[src/rtl/dec84n2n1_pack_if.sv]
// rtl/dec84n2n1_pack_if.sv - codeword input and packed-BCD output handshake bundle
interface dec84n2n1_pack_if #(
  parameter int DIGITS = 4
);
  logic                  in_valid;
  logic                  in_ready;
  logic [3:0]            in_code;
  logic                  out_valid;
  logic                  out_ready;
  logic [4*DIGITS-1:0]   out_bcd;
  logic                  out_err;

  modport master (
    output in_valid, in_code, out_ready,
    input  in_ready, out_valid, out_bcd, out_err
  );

  modport slave (
    input  in_valid, in_code, out_ready,
    output in_ready, out_valid, out_bcd, out_err
  );
endinterface

[src/rtl/dec84n2n1_pack.sv]
// rtl/dec84n2n1_pack.sv - 8,4,-2,-1 decoder packing DIGITS digits per word; DEC84_ERRCNT_EN adds err_count
module dec84n2n1_pack #(
  parameter int DIGITS = 4
) (
  input  logic             clk,
  input  logic             rst,
  dec84n2n1_pack_if.slave  bus
`ifdef DEC84_ERRCNT_EN
  ,
  output logic [7:0]       err_count
`endif
);
  localparam int CW = $clog2(DIGITS + 1);

  typedef enum logic {FILL = 1'b0, HOLD = 1'b1} state_t;

  state_t              state;
  state_t              state_nx;
  logic [CW-1:0]       cnt;
  logic                err_acc;
  logic [4*DIGITS-1:0] shreg;
  logic [4*DIGITS-1:0] shifted;
  logic [3:0]          digit;
  logic                bad;
  logic                rdy;
  logic                vld;
  logic                in_xfer;
  logic                out_xfer;
  logic                last;

  always_comb begin
    digit = 4'd0;
    bad   = 1'b0;
    case (bus.in_code)
      4'b0000: digit = 4'd0;
      4'b0111: digit = 4'd1;
      4'b0110: digit = 4'd2;
      4'b0101: digit = 4'd3;
      4'b0100: digit = 4'd4;
      4'b1011: digit = 4'd5;
      4'b1010: digit = 4'd6;
      4'b1001: digit = 4'd7;
      4'b1000: digit = 4'd8;
      4'b1111: digit = 4'd9;
      default: bad   = 1'b1;
    endcase
  end

  generate
    if (DIGITS == 1) begin : g_one
      assign shifted = digit;
    end else begin : g_many
      assign shifted = {shreg[4*DIGITS-5:0], digit};
    end
  endgenerate

  assign in_xfer  = bus.in_valid & rdy;
  assign out_xfer = vld & bus.out_ready;
  assign last     = (cnt == CW'(DIGITS - 1));

  always_ff @(posedge clk) begin
    if (rst) state <= FILL;
    else     state <= state_nx;
  end

  always_comb begin
    state_nx = state;
    case (state)
      FILL:    if (in_xfer && last) state_nx = HOLD;
      HOLD:    if (out_xfer)        state_nx = FILL;
      default:                      state_nx = FILL;
    endcase
  end

  always_comb begin
    rdy = (state == FILL);
    vld = (state == HOLD);
  end

  // The shift register doubles as the output word: it cannot move while in HOLD.
  always_ff @(posedge clk) begin
    if (rst || out_xfer) begin
      cnt     <= '0;
      err_acc <= 1'b0;
      shreg   <= '0;
    end else if (in_xfer) begin
      shreg   <= shifted;
      cnt     <= cnt + CW'(1);
      err_acc <= err_acc | bad;
    end
  end

  assign bus.in_ready  = rdy;
  assign bus.out_valid = vld;
  assign bus.out_bcd   = shreg;
  assign bus.out_err   = err_acc;

`ifdef DEC84_ERRCNT_EN
  always_ff @(posedge clk) begin
    if (rst)
      err_count <= 8'd0;
    else if (in_xfer && bad && err_count != 8'hFF)
      err_count <= err_count + 8'd1;
  end
`endif
endmodule

[src/flat_wrapper.sv]
// flat-port wrapper written by rule: the top's interface ports become plain ports
module dec84n2n1_pack_flat 
#(
  parameter int DIGITS = 4
)
  (clk, rst, bus_in_valid, bus_in_code, bus_out_ready, bus_in_ready, bus_out_valid, bus_out_bcd, bus_out_err);
  dec84n2n1_pack_if #(.DIGITS(DIGITS)) bus_i ();
  input  logic clk;
  input  logic rst;
  input wire logic [$bits(bus_i.in_valid)-1:0] bus_in_valid;
  input wire logic [$bits(bus_i.in_code)-1:0] bus_in_code;
  input wire logic [$bits(bus_i.out_ready)-1:0] bus_out_ready;
  output wire logic [$bits(bus_i.in_ready)-1:0] bus_in_ready;
  output wire logic [$bits(bus_i.out_valid)-1:0] bus_out_valid;
  output wire logic [$bits(bus_i.out_bcd)-1:0] bus_out_bcd;
  output wire logic [$bits(bus_i.out_err)-1:0] bus_out_err;
  assign bus_i.in_valid = bus_in_valid;
  assign bus_i.in_code = bus_in_code;
  assign bus_i.out_ready = bus_out_ready;
  assign bus_in_ready = bus_i.in_ready;
  assign bus_out_valid = bus_i.out_valid;
  assign bus_out_bcd = bus_i.out_bcd;
  assign bus_out_err = bus_i.out_err;
  dec84n2n1_pack #(.DIGITS(DIGITS)) u_core (.clk(clk), .rst(rst), .bus(bus_i));
endmodule
[config.mk]
export PLATFORM = sky130hd
export DESIGN_NAME = dec84n2n1_pack_flat
export DESIGN_NICKNAME = d
export VERILOG_FILES = /design/src/rtl/dec84n2n1_pack_if.sv /design/src/rtl/dec84n2n1_pack.sv /design/src/flat_wrapper.sv
export SDC_FILE = /design/constraint.sdc
export NUM_CORES = 1
export LEC_CHECK = 0
export CAP_MARGIN = 0
export CORE_UTILIZATION = 48
export CTS_CLUSTER_DIAMETER = 60
export DETAILED_ROUTE_END_ITERATION = 8
export PLACE_DENSITY_LB_ADDON = 0.12
export SKIP_CTS_REPAIR_TIMING = 1
export SYNTH_ARGS = -nofsm -noshare
export SYNTH_HDL_FRONTEND = slang
export SYNTH_SLANG_ARGS = --single-unit
export TNS_END_PERCENT = 100
[constraint.sdc]
create_clock -name clk -period 2.37 [get_ports clk]
set_input_delay 0.237 -clock clk [delete_from_list [all_inputs] [get_ports clk]]
set_output_delay 0.237 -clock clk [all_outputs]
set_load 0.1 [all_outputs]
Yosys cells after proc, flatten, opt, wreduce, memory -nomap -nowiden --
Index checks and enable logic that the tools add are counted.
Cells by class: $mul 0, multiplexer cells 5, div/mod/pow operators 0, order comparisons 0, shift-type cells 0, bitwise operators 4, equal/unequal tests 10, reductions and logical operators 4, add/sub/neg operators 1
Operators with widths (number):
- case mux 4 bit (9 select lines) | 1
- == test 4 bit (second input constant) | 5
- == test 4 x 3 -> 1 bit (second input constant) | 4
- OR reduction 10 bit | 1
- logical NOT 4 bit | 1
- adder 3 x 1 -> 3 bit (second input constant) | 1
- == test 3 x 2 -> 1 bit (second input constant) | 1
- 2-to-1 mux 1 bit | 3
- AND 1 bit | 2
- case mux 1 bit (2 select lines) | 1
- logical AND 1 bit | 1
- logical OR 1 bit | 1
- NOT 1 bit | 1
- OR 1 bit | 1
Word-level totals: register bits 21, word-level logic and storage cells 28, bits in writable memories 0, output and inout bits 19, input bits 8, memories 0, bits in read-only memories 0, latch bits 0

Depth between registers and ports, before layout --
Gate-level depths: netlist (run 1).
depth in word-level cells 5, depth in mapped cells 5, depth with buffers taken out 4

Worst setup path before layout (run 1) --
Ideal clock, no wire load.
path type register -> output, start register u_core.state (netlist: u_core.bus.out_valid), end output bus_in_ready, required time 2.133 ns, data arrival time 1.714 ns, stages on the path, launching flop included 2, setup slack 0.419 ns, path buffers 0, cells stage by stage dfxtp_1 inv_1
On the way: cells in the longest elaborated chain, start to end 1
RTL lines:
- from (decl) | line dec84n2n1_pack.sv:17 | state_t state;
- from (signal assigned) | line dec84n2n1_pack.sv:63 | else state <= state_nx;
- NOT 1 bit | line dec84n2n1_pack.sv:76 | rdy = (state == FILL);
- to (decl) | line flat_wrapper.sv:13 | output wire logic [$bits(bus_i.in_ready)-1:0] bus_in_ready;
Every way passes these cells.

Worst setup path after layout (run 1) --
start register u_core.state (netlist: u_core.bus.out_valid), end register u_core.shreg[3] (netlist: u_core.bus.out_bcd[3])
On the way: cells in the longest elaborated chain, start to end 2, elaborated cells between the ends (all ways) 4, classes of those cells bitwise: 3; reduce/logical: 1
RTL lines:
- AND 1 bit or NOT 1 bit (tied branches) | line dec84n2n1_pack.sv:58, dec84n2n1_pack.sv:76
- logical OR 1 bit or AND 1 bit (tied branches) | line dec84n2n1_pack.sv:82, dec84n2n1_pack.sv:57
- to (signal assigned) | line dec84n2n1_pack.sv:87 | shreg <= shifted;
- to (decl) | line dec84n2n1_pack.sv:21 | logic [4*DIGITS-1:0] shreg;
Several ways; a longest one is shown, not always the timed one. A chain may end at the register's enable or synchronous reset.

==> run metrics, run 1 <==
WP data arrival=1.68 ns; # rows=15; met2 GRT Util=0.274; layout cells sized above 1=0.186; drt wl/cell=10.4 um; Worst-path clk slew=between 0.1 and 0.15 ns; final setup fails=0; Worst Reg-to-Reg Cells=3; CTS H-tree depth=1; met3 Use GR=0.0490; Ys Warns=0; initial antenna violation count=0; hold_ws=around 0.46 ns; most common cell after layout, fill and taps aside=nand2_1; worst-path maximum fanout=17; Cells after Synth=105; initial core utilization=0.511; total global-route track usage=0.178; Net Sw Frac=0.309; Sink Count=21; IO Pins=27; WHS Path Cells=2; Yosys cell types=28; Post-synth EDFFs=0; die width=between 40 and 50 um; actual transition at the worst max-transition pin=~0.63 ns; Cell Area, Synth=roughly 870 um2; first-pass GRT wire length=~2600 um; largest net degree at the start of global routing=22; RD Place Congestion=~0.66; setup_tns=0 ns; Final Hold Violating Endpoints=0; FF+latch count, synth=21; final wirelength=about 1600 um; r2r setup slk=approximately 0.89 ns; share of synthesized registers carrying an async set or reset=0; Worst slew margin=0.580; CTS tree=built; CP Capture Type=flip-flop; clock buffer depth=2; top achievable clock speed=between 600 and 700 MHz; switching pwr=approximately 0.21 mW; Placed Cells=150; commonest non-fill, non-tap cells in the layout=30 x nand2_1, 21 x dfxtp_1, 20 x buf_4; Max VDD drop=roughly 360 uV; DR DRC count=2; number of vias in the routed layout=759; crit share post-route=0.623; R2R Path Start=u_core.bus.out_valid; Die ar.=~0.0020 mm2; initial DRC count=17; violated checks=design-rule violations; Post-Synthesis Net Count=between 100 and 150; worst min-delay path category=flip-flop to flip-flop; CP peak stage delay=0.45 ns; Via density=between 4 and 5; dpl cell area=~0.0011 mm2; die height=between 40 and 50 um; Logic pwr share=0.203; GRT Max-Usage Layer=met2; Static Leak=about 0.45 nW; status=finished with violations; DP Wirelength=~1100 um; Slowest-stage cell, CP=nand2b_1; ANT cells=0; Non-Filler Instances=~150; port buffer count=26; max cap viols=0; met1 usage=0.226; Max Clock Skew=slightly below 0.007 ns; PwrDens=~620 mW/mm2; syn avg cell area=around 8.3 um2; Hold Path End=u_core.bus.out_bcd[15]; worst path required time=roughly 2.6 ns; Setup CP Type=flip-flop to flip-flop; Hold Crit Start=u_core.bus.out_bcd[15]; CTS Root Buffer Type=clkbuf_4; Clock Latency Late Sink=0.29 ns; crit path time final=approximately 1.5 ns; gr ovfl total=0; Clk pwr share=0.246; internal power=around 0.47 mW; sequential share of power=0.550; max-slew violations=0; Num CTS Buffers=3; Post-DRT Antenna Nets=0; nets=140; vias in the first global route=597; CP cell instances=nand2b_1 -> and3_1 -> a41o_1; Layout area overhead=26.1%; Core ar.=~0.0017 mm2; design area=approximately 0.0011 mm2; Startpoint Class=flip-flop; RSZ-0062 raised after global routing=false; register area share after synthesis=0.482; r2r endpoint=u_core.bus.out_bcd[3]; Top FF cell, synth=dfxtp_1; Initial DRT Pass Iterations=6
==> state kept, by name, summed over array words and instances (netlist names) <==
register and flops:
u_core.bus.out_err 1, u_core.cnt 3, u_core.bus.out_bcd 16, u_core.bus.out_valid 1
==> per-stage QoR <==
stage,util,worst slack (ns),power [mW]
after floorplan,-,0.419,0.490
after global placement,0.629,0.668,0.519
after detailed placement,0.629,0.628,0.522
after CTS,0.644,0.900,0.685
after global routing,0.644,0.815,0.717
final,0.644,0.893,0.680
==> worst max path at each step <==
stage | from | to | slack [ns] | cells past startpoint
after floorplan | u_core.bus.out_valid | bus_in_ready | 0.42 | 1
after global placement | bus_in_valid | u_core.bus.out_bcd[3] | 0.67 | 4
after detailed placement | bus_in_valid | u_core.bus.out_bcd[3] | 0.63 | 4
after CTS | u_core.bus.out_valid | u_core.bus.out_bcd[3] | 0.90 | 3
after global routing | u_core.bus.out_valid | u_core.bus.out_bcd[3] | 0.81 | 3
final | u_core.bus.out_valid | u_core.bus.out_bcd[3] | 0.89 | 3
==> worst max-delay path: cells and delay by family (launching register included) <==
family / cells / cell delay (ns)
AND/OR/NAND/NOR: 2 / 0.80
flip-flops: 1 / 0.38
AO/OA/AOI/OAI: 1 / 0.20
==> layout make-up <==
class                   instances  area, um2
clock buffers                   4       26.3
inverters                       2       7.51
repair buffers                 27        220
multi-input cells              75        394
fillers                       165        608
well taps                      25       31.3
flip-flops and latches         21        420
==> synthesized netlist by cell type (all sizes together) (2+ instances only) <==
cell,count,area share
a21oi,19,0.11
buf,6,0.052
inv,2,0.0086
o21ai,2,0.011
ha,2,0.029
nand2,30,0.13
nor2,4,0.017
dfxtp,21,0.48
nor2b,2,0.014
==> power by group through the flow <==
stage / registers, mW / logic (mW) / clock network, mW
global route: 0.377 / 0.147 / 0.193
finish: 0.374 / 0.138 / 0.168
CTS: 0.375 / 0.139 / 0.171
floorplan: 0.438 / 0.0514 / 0
global placement: 0.382 / 0.137 / 0
detailed placement: 0.383 / 0.139 / 0
==> kinds of logic (layout without fill, tap and decap cells) <==
family                   count (synthesis)  in the layout  synth area share
AND/OR/NAND/NOR                         45             45             0.231
AO/OA/AOI/OAI                           26             26             0.172
flip-flops                              21             21             0.482
buffers and inverters                    9             33            0.0660
adder cells (fa/ha/maj)                  2              2            0.0287
XOR/XNOR                                 2              2            0.0201
==> layer usage <==
metal  share of wire  routed length, um
met3           0.032                 51
met4          0.0075                 12
met1            0.47                759
met2            0.49                782
met5               0                  0
(Power assumes the default switching activity.)
==> inputs of run 2 (changes only) <==
--- a/config.mk
+++ b/config.mk
@@ -6,7 +6,7 @@
 export NUM_CORES = 1
 export LEC_CHECK = 0
 export CAP_MARGIN = 0
-export CORE_UTILIZATION = 48
+export CORE_UTILIZATION = 44
 export CTS_CLUSTER_DIAMETER = 60
 export DETAILED_ROUTE_END_ITERATION = 8
 export PLACE_DENSITY_LB_ADDON = 0.12
==> constraint.sdc (replaced) <==
create_clock -name clk -period 1.5 [get_ports clk]
set_input_delay 0.15 -clock clk [delete_from_list [all_inputs] [get_ports clk]]
set_output_delay 0.15 -clock clk [all_outputs]
set_load 0.1 [all_outputs]
==> run 2 against run 1 <==
Net effect:
- the flow now finishes without violations
- non-clock buffer count is 5 higher
- critical endpoint is now bus_in_ready
- critical path depth decreased by 1
- highest routed layer unchanged
- clock skew shrank 0.0049 ns
- core utilization up 13 points
==> run metrics, run 2 (synthesized netlist as in run 1, its figures left out) <==
total global-route track usage=0.192 (+0.0132); Non-Filler Instances=159 (+3.2%); die width=46.5 um (+4.2%); CTS H-tree depth=1 (unchanged); port buffer count=26 (unchanged); Slowest-stage cell, CP=dfxtp_2; nets=145 (+3.6%); Die ar.=0.00216 mm2 (+8.7%); Bufs and invs on worst path=2 (+2); most common cell after layout, fill and taps aside=nand2_1; CP peak stage delay=0.42 ns (-0.03 ns); Layout area overhead=58.0%; gr ovfl total=0 (unchanged); Num CTS Buffers=3 (unchanged); first-pass GRT wire length=2920 um (+13%); max-slew violations=0 (unchanged); Max Clock Skew=0.00189 ns (-0.00490 ns); Worst slew margin=0.801 (+0.222); worst min-delay path category=flip-flop to flip-flop; Via density=5.21 (+5.7%); ANT cells=0 (unchanged); Post-DRT Antenna Nets=0 (unchanged); # rows=15 (unchanged); Largest register FFs=16 (unchanged); layout cells sized above 1=0.231 (+0.0453); largest net degree at the start of global routing=15 (-32%); CTS Root Buffer Type=clkbuf_4; drt wl/cell=11.6 um (+11%); Core ar.=0.00178 mm2 (+4.4%); final setup fails=0 (unchanged); Placed Cells=155 (+3.3%); RSZ-0062 raised after global routing=false; Setup CP Type=flip-flop to primary output; DP Wirelength=1450 um (+28%); final wirelength=1840 um (+15%); vias in the first global route=681 (+14%); RD Place Congestion=0.771 (+17%); max cap viols=0 (unchanged); CP cell instances=inv_1 -> buf_12; Worst path top cell family by delay=flip-flops; DR DRC count=0 (-2); initial antenna violation count=0 (unchanged); Clock Latency Late Sink=0.30 ns (about the same); worst-path maximum fanout=7 (-10); number of vias in the routed layout=828 (+9.1%); status=finished, final reports clean; commonest non-fill, non-tap cells in the layout=30 x nand2_1, 20 x dfxtp_1, 19 x a21oi_1, 19 x buf_12, 7 x clkdlybuf4s50_1; crit path time final=about 1.1 ns; clock buffer depth=2 (unchanged); die height=46.5 um (+4.2%); Max VDD drop=626 uV (+72%); CP Capture Type=primary output; PwrDens=825 mW/mm2 (+33%); Worst-path clk slew=0.11 ns (about the same); initial core utilization=0.489 (-0.0215); Initial DRT Pass Iterations=4 (-2); CTS tree=built; actual transition at the worst max-transition pin=0.298 ns (-0.333 ns); worst path required time=1.35 ns (-1.22 ns); Sink Count=21 (unchanged); hold_ws=0.482 ns (+0.0217 ns); initial DRC count=24 (+7); setup_tns=0 ns (unchanged); top achievable clock speed=roughly 880 MHz; IO Pins=27 (unchanged); WP data arrival=0.98 ns (-0.70 ns); Final Hold Violating Endpoints=0 (unchanged); crit share post-route=0.756; Startpoint Class=flip-flop; Static Leak=0.530 nW (+19%)
## run 2: metrics by stage
stage	setup slack, ns	utilization	power [mW]	cell area (um2)
3_3_place_gp	0.160	0.757	0.869	1350
2_1_floorplan	0.109	-	0.774	873
3_5_place_dp	0.0921	0.757	0.877	1350
6_report	0.366	0.773	1.14	1380
5_1_grt	0.322	0.773	1.18	1380
4_1_cts	0.365	0.773	1.14	1380
## run 2: final cells by class
| type | count | area, um2 |
|---|---|---|
| Tap cell | 25 | 31.3 |
| Multi-Input combinational cell | 75 | 394 |
| Clock inverter | 1 | 5.00 |
| Timing Repair Buffer | 32 | 495 |
| Clock buffer | 3 | 22.5 |
| Sequential cell | 21 | 422 |
| Fill cell | 120 | 405 |
| Inverter | 2 | 7.51 |
## run 2: tightest hold or removal path, cell delays in order, from the launching register on
cell     delay [ns]
dfxtp_1        0.34
nand2_1        0.06
a21oi_1        0.05
## run 2: power breakdown
group | leakage (nW) | switching [mW] | internal [mW]
Combinational | 0.341 | 0.163 | 0.103
Clock | 0.0177 | 0.172 | 0.0995
Sequential | 0.171 | 0.0215 | 0.578
## run 2: metal layers
metal | track usage | vias up | wire length, um
met2 | 0.333 | 28 | 971
met5 | 0 | - | 0
met4 | 0.0529 | 0 | 14
met1 | 0.230 | 388 | 774
li1 | - | 410 | -
met3 | 0.0471 | 2 | 79
## run 2: path summary, 6_finish.rpt
| check | from | endpoint | slack (ns) | cells after the start |
|---|---|---|---|---|
| min reg2reg | u_core.cnt[1] | u_core.cnt[1] | 0.48 | 2 |
| max reg2reg | u_core.cnt[0] | u_core.cnt[2] | 0.39 | 3 |
| max | u_core.bus.out_valid | bus_in_ready | 0.37 | 2 |
| min | u_core.cnt[1] | u_core.cnt[1] | 0.48 | 2 |
